## config.mk

```make
export PLATFORM = sky130hd
export DESIGN_NAME = mem_cmd_sequencer
export DESIGN_NICKNAME = d
export VERILOG_FILES = /design/src/rtl/mem_cmd_sequencer.sv
export SDC_FILE = /design/constraint.sdc
export NUM_CORES = 1
export LEC_CHECK = 0
export BUFFER_PORTS_ARGS = -buffer_cell sky130_fd_sc_hd__clkbuf_2
export CELL_PAD_IN_SITES_DETAIL_PLACEMENT = 1
export CELL_PAD_IN_SITES_GLOBAL_PLACEMENT = 1
export CORE_MARGIN = 3
export CORE_UTILIZATION = 45
export DETAILED_ROUTE_END_ITERATION = 10
export HOLD_SLACK_MARGIN = 0.12
export PLACE_DENSITY = 0.86
export SYNTH_ARGS = -nofsm -noshare
export SYNTH_HDL_FRONTEND = slang
export SYNTH_SLANG_ARGS = --single-unit
```

## constraint.sdc

```tcl
create_clock -name clk_in -period 7 [get_ports clk_in]
set_clock_uncertainty 0.2 [all_clocks]
set_input_delay 0.7 -clock clk_in [delete_from_list [all_inputs] [get_ports clk_in]]
set_output_delay 0.7 -clock clk_in [all_outputs]
set_load 0.05 [all_outputs]
```

## src/rtl/mem_cmd_sequencer.sv

```systemverilog
// Turns line-level load/read commands into the 32-bit instruction stream of the data-cache memory.
// Optional stall watchdog: define MEM_SEQ_TIMEOUT_EN.
module mem_cmd_sequencer #(
  parameter int FMA_COUNT         = 2,
  parameter int WORD_WIDTH        = 16,
  parameter int LINE_WIDTH        = FMA_COUNT * 3 * WORD_WIDTH,
  parameter int ADDR_LENGTH       = 9,
  parameter int INSTRUCTION_WIDTH = 32,
  parameter int IDLE_GAP          = 3,
  parameter int TIMEOUT_CYCLES    = 255
) (
  input  logic                         clk_in,
  input  logic                         rst_n_in,
  input  logic                         cmd_valid_in,
  output logic                         cmd_ready_out,
  input  logic [1:0]                   cmd_op_in,
  input  logic [ADDR_LENGTH-1:0]       cmd_addr_in,
  input  logic [LINE_WIDTH-1:0]        cmd_line_in,
  input  logic                         buf_valid_in,
  output logic                         buf_ack_out,
  input  logic                         mem_idle_in,
  output logic [INSTRUCTION_WIDTH-1:0] instr_out,
  output logic                         instr_valid_out,
  output logic                         done_out,
  output logic                         err_out
);

  localparam int WORDS = FMA_COUNT * 3;
  localparam int IDX_W = $clog2(WORDS + 1);
  localparam int GAP_W = $clog2(IDLE_GAP + 1);

  localparam logic [1:0] OP_BUF = 2'b00;
  localparam logic [1:0] OP_IMM = 2'b01;
  localparam logic [1:0] OP_ILL = 2'b11;

  typedef enum logic [2:0] {
    S_IDLE, S_ADDR, S_BUF, S_IMM, S_RD, S_WAIT, S_DONE
  } state_t;

  state_t                  r_state, w_next;
  logic [1:0]              r_rstSync;
  logic                    w_rstN;
  logic [1:0]              r_op;
  logic [ADDR_LENGTH-1:0]  r_addr;
  logic [LINE_WIDTH-1:0]   r_line;
  logic [IDX_W-1:0]        r_idx;
  logic [GAP_W-1:0]        r_gap;
  logic                    r_err;
  logic                    w_accept;
  logic                    w_gapDone;
  logic                    w_timeout;
  logic [IDX_W-1:0]        w_wordIdx;
  logic [LINE_WIDTH-1:0]   w_shifted;
  logic [WORD_WIDTH-1:0]   w_word;

  function automatic logic [INSTRUCTION_WIDTH-1:0] makeInstr(input logic [3:0] opc,
                                                              input logic [3:0] idx,
                                                              input logic [WORD_WIDTH-1:0] imm);
    return INSTRUCTION_WIDTH'({opc, idx, imm, 8'h00});
  endfunction

  // Reset asserts asynchronously so outputs drop at once, but releases on a clock edge.
  always_ff @(posedge clk_in or negedge rst_n_in) begin
    if (!rst_n_in) r_rstSync <= 2'b00;
    else           r_rstSync <= {r_rstSync[0], 1'b1};
  end
  assign w_rstN = r_rstSync[1];

  assign w_accept  = cmd_valid_in && (r_state == S_IDLE);
  assign w_gapDone = (r_gap == GAP_W'(IDLE_GAP));
  assign w_wordIdx = (r_idx >= IDX_W'(WORDS - 1)) ? IDX_W'(WORDS - 1) : r_idx;
  assign w_shifted = r_line << (w_wordIdx * WORD_WIDTH);
  assign w_word    = w_shifted[LINE_WIDTH-1 -: WORD_WIDTH];
  assign err_out   = r_err;

`ifdef MEM_SEQ_TIMEOUT_EN
  localparam int TO_W = $clog2(TIMEOUT_CYCLES + 1);
  logic [TO_W-1:0] r_stall;
  logic            w_stuck;

  assign w_stuck   = ((r_state == S_BUF) && !buf_valid_in) ||
                     ((r_state == S_WAIT) && !(w_gapDone && mem_idle_in));
  assign w_timeout = w_stuck && (r_stall == TO_W'(TIMEOUT_CYCLES - 1));

  always_ff @(posedge clk_in or negedge w_rstN) begin
    if (!w_rstN)                   r_stall <= '0;
    else if (w_stuck && !w_timeout) r_stall <= r_stall + 1'b1;
    else                           r_stall <= '0;
  end
`else
  // Watchdog compiled out: a non-negative limit can never fire.
  assign w_timeout = (TIMEOUT_CYCLES < 0);
`endif

  always_ff @(posedge clk_in or negedge w_rstN) begin
    if (!w_rstN) begin
      r_state <= S_IDLE;
      r_op    <= '0;
      r_addr  <= '0;
      r_line  <= '0;
      r_idx   <= '0;
      r_gap   <= '0;
      r_err   <= 1'b0;
    end else begin
      r_state <= w_next;
      if (w_accept) begin
        r_op   <= cmd_op_in;
        r_addr <= cmd_addr_in;
        r_line <= cmd_line_in;
        r_err  <= (cmd_op_in == OP_ILL);
      end
      if (w_timeout) r_err <= 1'b1;
      r_idx <= (r_state == S_IMM) ? r_idx + 1'b1 : '0;
      if (r_state != S_WAIT) r_gap <= '0;
      else if (!w_gapDone)   r_gap <= r_gap + 1'b1;
    end
  end

  // The commit beat of a LOAD_IMM re-sends the last word so memory commits the staged line.
  always_comb begin
    w_next          = r_state;
    cmd_ready_out   = 1'b0;
    instr_valid_out = 1'b0;
    instr_out       = '0;
    buf_ack_out     = 1'b0;
    done_out        = 1'b0;
    unique case (r_state)
      S_IDLE: begin
        cmd_ready_out = 1'b1;
        if (cmd_valid_in && (cmd_op_in != OP_ILL)) w_next = S_ADDR;
      end
      S_ADDR: begin
        instr_valid_out = 1'b1;
        instr_out       = makeInstr(4'b1000, 4'h0, WORD_WIDTH'(r_addr));
        case (r_op)
          OP_BUF:  w_next = S_BUF;
          OP_IMM:  w_next = S_IMM;
          default: w_next = S_RD;
        endcase
      end
      S_BUF: begin
        if (buf_valid_in) begin
          instr_valid_out = 1'b1;
          instr_out       = makeInstr(4'b1010, 4'h0, '0);
          buf_ack_out     = 1'b1;
          w_next          = S_WAIT;
        end else if (w_timeout) begin
          w_next = S_DONE;
        end
      end
      S_IMM: begin
        instr_valid_out = 1'b1;
        instr_out       = makeInstr(4'b1001, 4'(w_wordIdx), w_word);
        if (r_idx == IDX_W'(WORDS)) w_next = S_WAIT;
      end
      S_RD: begin
        instr_valid_out = 1'b1;
        instr_out       = makeInstr(4'b1100, 4'h0, '0);
        w_next          = S_WAIT;
      end
      S_WAIT: begin
        if ((w_gapDone && mem_idle_in) || w_timeout) w_next = S_DONE;
      end
      S_DONE: begin
        done_out = 1'b1;
        w_next   = S_IDLE;
      end
      default: w_next = S_IDLE;
    endcase
  end

endmodule
```

== After elaboration in Yosys (flattened, before gate mapping) ==
Cells that the tools add are included.

* Add/sub/neg operators: 2
* Multiply operators: 0
* Divide/modulo/power cells: 0
* Magnitude comparators: 1
* Equality and inequality tests: 17
* Shift operators: 1
* Mux-type cells: 17
* Bitwise gates (word level): 0
* Reductions and logical operators: 7

{| class="wikitable"
|+ Operators by type and width
! kind !! number
|-
| $pmux W32 S4 || 1
|-
| $shl A96 B7 Y96 || 1
|-
| $mux W32 || 1
|-
| $mux W3 || 6
|-
| $pmux W3 S6 || 1
|-
| $eq A3 B3 Y1 const B || 4
|-
| $eq A3 B2 Y1 const B || 2
|-
| $ne A2 B1 Y1 const B || 3
|-
| $ne A2 B2 Y1 const B || 3
|-
| $pmux W3 S2 || 1
|-
| $eq A2 B2 Y1 const B || 2
|-
| $mux W1 || 4
|-
| $mux W2 || 2
|-
| $reduce_and A4 Y1 || 1
|-
| $add A3 B1 Y3 const B || 1
|-
| $eq A3 B1 Y1 const B || 1
|-
| $ge A3 B3 Y1 const B || 1
|-
| $logic_and A1 B1 Y1 || 3
|-
| $logic_not A3 Y1 || 1
|-
| $ne A3 B3 Y1 const B || 1
|-
| $reduce_or A3 Y1 || 1
|-
| $add A2 B1 Y2 const B || 1
|-
| $eq A2 B1 Y1 const B || 1
|-
| $logic_not A2 Y1 || 1
|-
| $pmux W1 S2 || 1
|}

* Register bits after elaboration: 118
* Latch bits: 0
* RAM bits: 0
* ROM bits: 0
* Input port bits: 112
* Output and inout port bits: 37
* Memories kept: 0

== Depth between registers and ports, before layout ==
Gate-level depths: netlist of run 1.

* Word-level depth: 4
* Mapped depth: 9
* Mapped depth without buffers: 6

== Least setup slack after synthesis of run 1 ==
OpenSTA, ideal clock, no wires.

* Kind: reg2out
* Start point: reg r_idx[1]
* End point: out instr_out[17]
* Arrival time: 2.857 ns
* Required time: 6.100 ns
* Slack: 3.243 ns
* Stages on the path, launching flop included: 9
* Path through: dfrtp_1 -> buf_2 -> inv_2 -> clkbuf_1 -> ha_1 -> nor3_2 -> buf_4 -> mux2i_1 -> a211oi_1

* Word-level cells in the longest chain between the ends: 4

{| class="wikitable"
|+ Ends and longest elaborated chain
! element !! RTL line !! text
|-
| start: declaration || 46 || <nowiki>logic [IDX_W-1:0] r_idx;</nowiki>
|-
| start signal: assignment || 113 || <nowiki>r_idx <= (r_state == S_IMM) ? r_idx + 1'b1 : '0;</nowiki>
|-
| $ge A3 B3 Y1 || 71 || <nowiki>assign w_wordIdx = (r_idx >= IDX_W'(WORDS - 1)) ? IDX_W'(WORDS - 1) : r_idx;</nowiki>
|-
| $mux W3 * || 71 ||
|-
| $shl A96 B7 Y96 * || 72 || <nowiki>assign w_shifted = r_line << (w_wordIdx * WORD_WIDTH);</nowiki>
|-
| $pmux W32 S4 * || 127 || <nowiki>unique case (r_state)</nowiki>
|-
| end: declaration || 22 || <nowiki>output logic [INSTRUCTION_WIDTH-1:0] instr_out,</nowiki>
|}

Every way passes the cells marked *; elsewhere a longest branch is shown, timed or not.

== Worst setup path in the final report of run 1 ==
* Start point: reg r_idx[1]
* End point: out instr_out[18]

The elaborated chain is that of the path after synthesis.

==> results.md, run 1 <==
* DRC at 0
* Die height at 117.3 µm
* Kind of critical path: flop to output port
* CP startpoint: r_idx[1]
* Crit Path Max Fanout at 20
* Layout area overhead at 22.18%
* Clock power frac at 24.8%
* Post-synth top area cell: dfrtp_1
* Final worst path period need at 3.852 ns
* Core Region at 12060 µm²
* WP data required at 6.10 ns
* Relative slew slack at 29.27%
* Latest clock arrival within the worst-skew pair at 0.41 ns
* Seq/Total Area, Yosys at 52.97%
* RSZ-0062 raised after global routing: no
* Fin crit share at 55.03%
* Pint at 1.994 mW
* # fillers at 1275
* Via-to-Cell Ratio at 5.201
* Clk root buf: clkbuf_16
* Mux share of post-synthesis cell area at 27.56%
* DRT iter0 DRCs at 163
* Vias in the first global route at 4167
* Tot GR Track Use at 21.93%
* Routed vias at 3807
* Synth Area in Adders at 0.8979%
* Compound-cell area share of the yosys netlist at 8.058%
* Initial Util at 46.21%
* CTS tree: done
* Hold_ws at 0.1174 ns
* Die X at 117.3 µm
* Largest net degree at the start of global routing at 77
* Drt first pass iters at 4
* Yosys warns at 0
* Max VDD drop at 0.1924 mV
* Min-delay worst type: flop to asynchronous set/reset pin
* Synth area leaders: dfrtp_1 (53%), mux2_1 (21%), mux2i_1 (3.1%)
* Routability congestion estimate at 0.7906
* Crit path launch type: flop
* Final hold violation count at 0
* FMAX at 259.6 MHz
* Antenna violations before repair at 0
* ANT nets after route at 0
* Synth Area in Simple Gates at 4.467%
* Worst-path clk slew at 0.05 ns
* Setup_tns at 0 ns
* Comb pwr share at 35.8%
* Mean Syn Cell Area at 13.27 µm²
* Flop-to-flop setup slack at 3.98 ns
* Critical Path AT at 2.95 ns
* Setup slack after layout at 3.148 ns
* Num ports at 149
* Max-slew violation count at 0
* Worst slew pin tran at 1.058 ns
* Seq cells post-synth at 118
* CTS Sinks at 118
* Total CTS buffers at 17
* Largest family of logic cells by synthesized area: multiplexers
* Place WS at 3.601 ns
* Port bufs at 139
* Share of the synthesized area in the top cell type at 52.97%
* Cells after Synth at 420
* Die area at 13760 µm²
* Pwr per Cell Area at 462.6 nW/µm²
* H-tree levels at 4
* Sequential share of power at 39.4%
* Row cnt at 40
* Global-route wire length before repair at 22.38 mm
* Post-CTS Setup Repair Bufs at 0
* Syn Std Cell Area at 5574 µm²
* Synth Area in XOR/XNOR at 0.3143%
* Final WL at 14.29 mm
* Yosys cell types at 41
* Clock Tree Buf Depth at 2
* Layout Nets at 669
* Psw at 1.157 mW
* Final setup vio count at 0
* Reg-to-reg startpoint: r_state[0]
* DPL Wire Length at 10.37 mm
* Placed Area at 6261 µm²
* Drt wl/cell at 19.52 µm
* FF-to-FF path depth at 4
* Critical Path Sink Type: output port
* Sw Ratio at 36.71%
* Grt ovf at 0
* Layout cells sized above 1 at 33.69%
* Fin area at 6810 µm²
* Max Cap Viol at 0
* Worst reg2reg path endpoint: r_line[47]
* Pleak at 3.203 nW
* Antenna Cells at 0
* Outcome: finished, final reports clean
==> repair_timing <==
item	CTS	global route
setup endpoints to repair	0	0
hold buffers	1	0
hold endpoints to repair	2	0
gates resized for setup	0	0
==> layout make-up <==
cell class / count / area [µm²] / area share (%)
Tap cell: 168 / 210.2 / 3.087
Sequential cell: 118 / 2957 / 43.41
Multi-Input combinational cell: 265 / 2342 / 34.39
Inverter: 7 / 26.28 / 0.3858
Clock inverter: 10 / 82.58 / 1.213
Clock buffer: 20 / 456.7 / 6.706
Timing Repair Buffer: 144 / 735.7 / 10.80
==> state kept, by name, indices dropped and copies added (netlist names) <==
| signal | flops |
|---|---|
| r_idx | 3 |
| r_op | 2 |
| r_state | 3 |
| r_addr | 9 |
| err_out | 1 |
| r_gap | 2 |
| r_line | 96 |
| r_rstSync | 2 |
==> worst max path at each step <==
stage / to / slack, ns / cells past startpoint
floorplan: instr_out[17] / 3.24 / 8
global placement: instr_out[18] / 3.72 / 7
detailed placement: instr_out[18] / 3.60 / 7
CTS: instr_out[18] / 3.14 / 7
global route: instr_out[18] / 2.95 / 7
finish: instr_out[18] / 3.15 / 7
==> power by group through the flow <==
| stage | Sequential (mW) | Clock (mW) | Combinational [mW] |
|---|---|---|---|
| after floorplan | 1.16 | 0 | 0.925 |
| after detailed placement | 1.25 | 0 | 1.13 |
| after global placement | 1.22 | 0 | 1.08 |
| after CTS | 1.24 | 0.802 | 1.15 |
| after global routing | 1.29 | 0.836 | 1.23 |
| final | 1.24 | 0.783 | 1.13 |
==> through the flow <==
step,utilization (%),power [mW],instances
finish,56.46,3.151,732
global route,56.46,3.352,732
CTS,56.46,3.185,732
detailed placement,51.91,2.376,701
global placement,51.91,2.296,701
floorplan,-,2.081,428
==> metal layers <==
metal / wire, µm / up-vias / GRT usage (%)
met5: 0 / - / 0
met1: 6242 / 1920 / 29.05
met4: 215 / 0 / 7.951
met2: 7208 / 107 / 35.56
li1: - / 1763 / -
met3: 621 / 17 / 4.884
==> placed cells by master (no fill, tap or decap), types with 9 or more instances in the layout <==
| cell | netlist | final |
|---|---|---|
| mux2_1 | 106 | 106 |
| a21oi_1 | 25 | 25 |
| nor2_1 | 24 | 24 |
| clkbuf_2 | 0 | 139 |
| conb_1 | 2 | 10 |
| clkbuf_16 | 0 | 17 |
| o21ai_0 | 10 | 10 |
| nand2_1 | 10 | 10 |
| mux2i_1 | 17 | 17 |
| dfrtp_1 | 118 | 117 |
| a22o_1 | 9 | 9 |
| o221ai_1 | 9 | 9 |
==> cell usage after synthesis, drive strengths merged <==
master,instances
dfrtp,118
mux2,107
buf,31
a21oi,25
nor2,24
mux2i,17
o21ai,12
nand2,10
a22o,9
o221ai,9
a211oi,7
clkbuf,7
inv,7
mux4,7
ha,4
nor3,3
a21o,2
conb,2
nand2b,2
nand3b,2
nor4bb,2
o22ai,2
a21bo,1
and2,1
nand3,1
nor3b,1
nor4b,1
o22a,1
o31ai,1
or3,1
or3b,1
xnor2,1
xor2,1
==> worst max-delay path, stage by stage (launching register included) <==
cell and delay, ns:
dfrtp_1 0.72, inv_2 0.29, ha_1 0.30, nor3_2 0.11, buf_4 0.28, mux2i_1 0.13
a211oi_1 0.34, clkbuf_2 0.35
==> logic make-up (layout without fill, tap and decap cells) <==
kind of cell | after synthesis | in the layout
multiplexers | 131 | 131
XOR/XNOR | 2 | 2
adder cells (fa/ha/maj) | 4 | 4
AND/OR/NAND/NOR | 49 | 49
flip-flops | 118 | 118
buffers and inverters | 45 | 181
other | 2 | 10
AO/OA/AOI/OAI | 69 | 69
(Power assumes the default switching activity.)
==> run 2: changes to the inputs <==
--- a/config.mk
+++ b/config.mk
@@ -9,10 +9,10 @@
 export CELL_PAD_IN_SITES_DETAIL_PLACEMENT = 1
 export CELL_PAD_IN_SITES_GLOBAL_PLACEMENT = 1
 export CORE_MARGIN = 3
-export CORE_UTILIZATION = 45
+export CORE_UTILIZATION = 38
 export DETAILED_ROUTE_END_ITERATION = 10
 export HOLD_SLACK_MARGIN = 0.12
-export PLACE_DENSITY = 0.86
+export PLACE_DENSITY = 0.77
 export SYNTH_ARGS = -nofsm -noshare
 export SYNTH_HDL_FRONTEND = slang
 export SYNTH_SLANG_ARGS = --single-unit
==> constraint.sdc (replaced) <==
create_clock -name clk_in -period 3.1 [get_ports clk_in]
set_clock_uncertainty 0.2 [all_clocks]
set_input_delay 0.31 -clock clk_in [delete_from_list [all_inputs] [get_ports clk_in]]
set_output_delay 0.31 -clock clk_in [all_outputs]
set_load 0.05 [all_outputs]
==> results.md, run 2 (synthesized netlist as in run 1, its figures left out) <==
* Outcome: finished, final reports clean
* Num ports at 149 (unchanged)
* Pleak at 3.771 nW (+18%)
* Drt first pass iters at 4 (unchanged)
* CTS Sinks at 118 (unchanged)
* WHS Endpoint: r_rstSync[1]
* Critical Path Sink Type: output port
* Die X at 127.1 µm (+8.4%)
* Layout cells sized above 1 at 29.72% (-4.0 points)
* Critical Path AT at 2.39 ns (-0.56 ns)
* Crit Path Max Fanout at 20 (unchanged)
* Row cnt at 43 (+7.5%)
* Min-delay worst type: flop to flop
* FMAX at 344.5 MHz
* Max VDD drop at 0.4235 mV (+120%)
* H-tree levels at 4 (unchanged)
* Die height at 127.1 µm (+8.4%)
* Total CTS buffers at 17 (unchanged)
* Pint at 4.940 mW (+150%)
* Reg-to-reg startpoint: r_state[0]
* Top Registers: r_line (96), r_addr (9)
* Pwr per Cell Area at 942.0 nW/µm² (+100%)
* Port bufs at 139 (unchanged)
* Max Cap Viol at 0 (unchanged)
* Final setup vio count at 0 (unchanged)
* RSZ-0062 raised after global routing: no
* Vias in the first global route at 5068 (+22%)
* Most flop-heavy register: r_line
* Core Region at 14100 µm² (+17%)
* Routed vias at 4396 (+15%)
* Final hold violation count at 0 (unchanged)
* Drt wl/cell at 20.57 µm (+5.4%)
* Fin crit share at 93.63%
* Clock power frac at 24.5% (-0.3 points)
* PostCTS Resize Cnt at 0 (unchanged)
* Global-route wire length before repair at 28.12 mm (+26%)
* Largest net degree at the start of global routing at 64 (-17%)
* Max-slew violation count at 0 (unchanged)
* Leading cell type in the layout, fill and taps excluded: clkbuf_2
* Worst path bufs/invs at 3 (unchanged)
* Layout area overhead at 48.24%
* DPL Wire Length at 11.01 mm (+6.2%)
* Fin util at 58.62% (+2.2 points)
* Worst reg2reg path endpoint: r_addr[2]
* Via-to-Cell Ratio at 5.094 (-2.1%)
* Psw at 2.844 mW (+150%)
* Grt ovf at 0 (unchanged)
* Layout Nets at 786 (+17%)
* Critical Path Max Stage Delay at 0.36 ns (-0.36 ns)
* DRT iter0 DRCs at 271 (+66%)
* CP dominant cell by count: a21oi_1
* ANT nets after route at 0 (unchanged)
* Critical-path cell list: inv_2 -> ha_1 -> nor3_2 -> buf_4 -> a21oi_1 -> a21oi_1 -> a22o_1 -> buf_12
* Worst-path clk slew at 0.06 ns (about the same)
* Die area at 16160 µm² (+17%)
* Setup_tns at 0 ns (unchanged)
* Relative slew slack at 43.49% (+14 points)
* Worst Hold Launch: r_rstSync[0]
* Tot GR Track Use at 23.04% (+1.1 points)
* Multi-input combinational cell area at 2377 µm² (+1.5%)
* Sw Ratio at 36.53% (-0.18 points)
* Initial Util at 39.54% (-6.7 points)
* Hold Path Stages at 0
* Clock Tree Buf Depth at 2 (unchanged)
* Routability congestion estimate at 0.7778 (-1.6%)
* Area occupied by registers at 2957 µm² (unchanged)
* Most frequent cells in the layout: clkbuf_2 (126), dfrtp_1 (117), dlygate4sd3_1 (110), mux2_1 (106), a21oi_1 (25)
* Crit path launch type: flop
* Final WL at 17.75 mm (+24%)
* FF-to-FF path depth at 4 (unchanged)
* Antenna Cells at 0 (unchanged)
* Cell Count, Final, Fillers Out at 863 (+18%)
* Worst slew pin tran at 0.8476 ns (-0.2102 ns)
* Final worst path period need at 2.902 ns
* Comb pwr share at 39.1% (+3.3 points)
* Latest clock arrival within the worst-skew pair at 0.42 ns (about the same)
* DRC at 0 (unchanged)
* # fillers at 1433 (+12%)
* Clk root buf: clkbuf_16
* Cell type of the slowest stage on the worst timing path: dfrtp_1
* CTS tree: done
* Sequential share of power at 36.4% (-3.0 points)
* WP data required at 2.59 ns (-3.51 ns)
* CP delay by family, top: compound AO/OA/AOI/OAI gates
* Kind of critical path: flop to output port
* Placed Cells incl. Taps at 721 (+2.9%)
* Max reg flops at 96 (unchanged)
* Antenna violations before repair at 0 (unchanged)
* Flop-to-flop setup slack at 0.66 ns (-3.32 ns)
## run 2: worst max path at each step
stage	cells after the start	slack [ns]	to	start
after floorplan	8	0.20	instr_out[17]	r_idx[1]
after global placement	8	0.74	instr_out[9]	r_idx[1]
after detailed placement	7	0.68	instr_out[13]	r_idx[1]
after CTS	6	0.21	instr_out[13]	r_idx[0]
after global routing	8	0.05	instr_out[9]	r_idx[1]
final	8	0.20	instr_out[9]	r_idx[1]
## run 2: power by group through the flow
stage / Combinational [mW] / Clock (mW) / Sequential (mW)
final: 3.05 / 1.90 / 2.83
after global routing: 3.25 / 2.02 / 2.93
after CTS: 3.02 / 1.94 / 2.81
after detailed placement: 2.87 / 0 / 2.82
after global placement: 2.76 / 0 / 2.77
after floorplan: 2.12 / 0 / 2.61
## run 2: cell type report
cell class / instances / area share [%]
timing repair buffer: 261 / 25.50
clock inverter: 8 / 1.196
inverter: 7 / 0.3180
tap: 180 / 2.726
multi-input combinational: 265 / 28.77
clock buffer: 24 / 5.709
sequential: 118 / 35.78
## run 2: per-stage QoR
stage / power [mW] / hold WS (ns) / area, µm² / worst slack [ns]
final: 7.784 / 0.1601 / 8263 / 0.1976
after global placement: 5.523 / -0.1044 / 6591 / 0.7416
after CTS: 7.769 / 0.1654 / 8263 / 0.2121
after floorplan: 4.728 / -0.1856 / 5640 / 0.1980
after detailed placement: 5.694 / -0.1023 / 6591 / 0.6781
after global routing: 8.205 / 0.1686 / 8263 / 0.05204
## run 2: layer usage
metal / GRT usage (%) / share of wire (%)
met2: 42.03 / 54
met5: 0 / 0
met4: 8.454 / 2.6
met1: 26.35 / 39
met3: 5.226 / 3.9
## run 2: repair_timing
item | 4_1_cts | 5_1_grt
hold buffers | 110 | 0
setup buffers | 0 | 0
hold endpoints to repair | 111 | 0
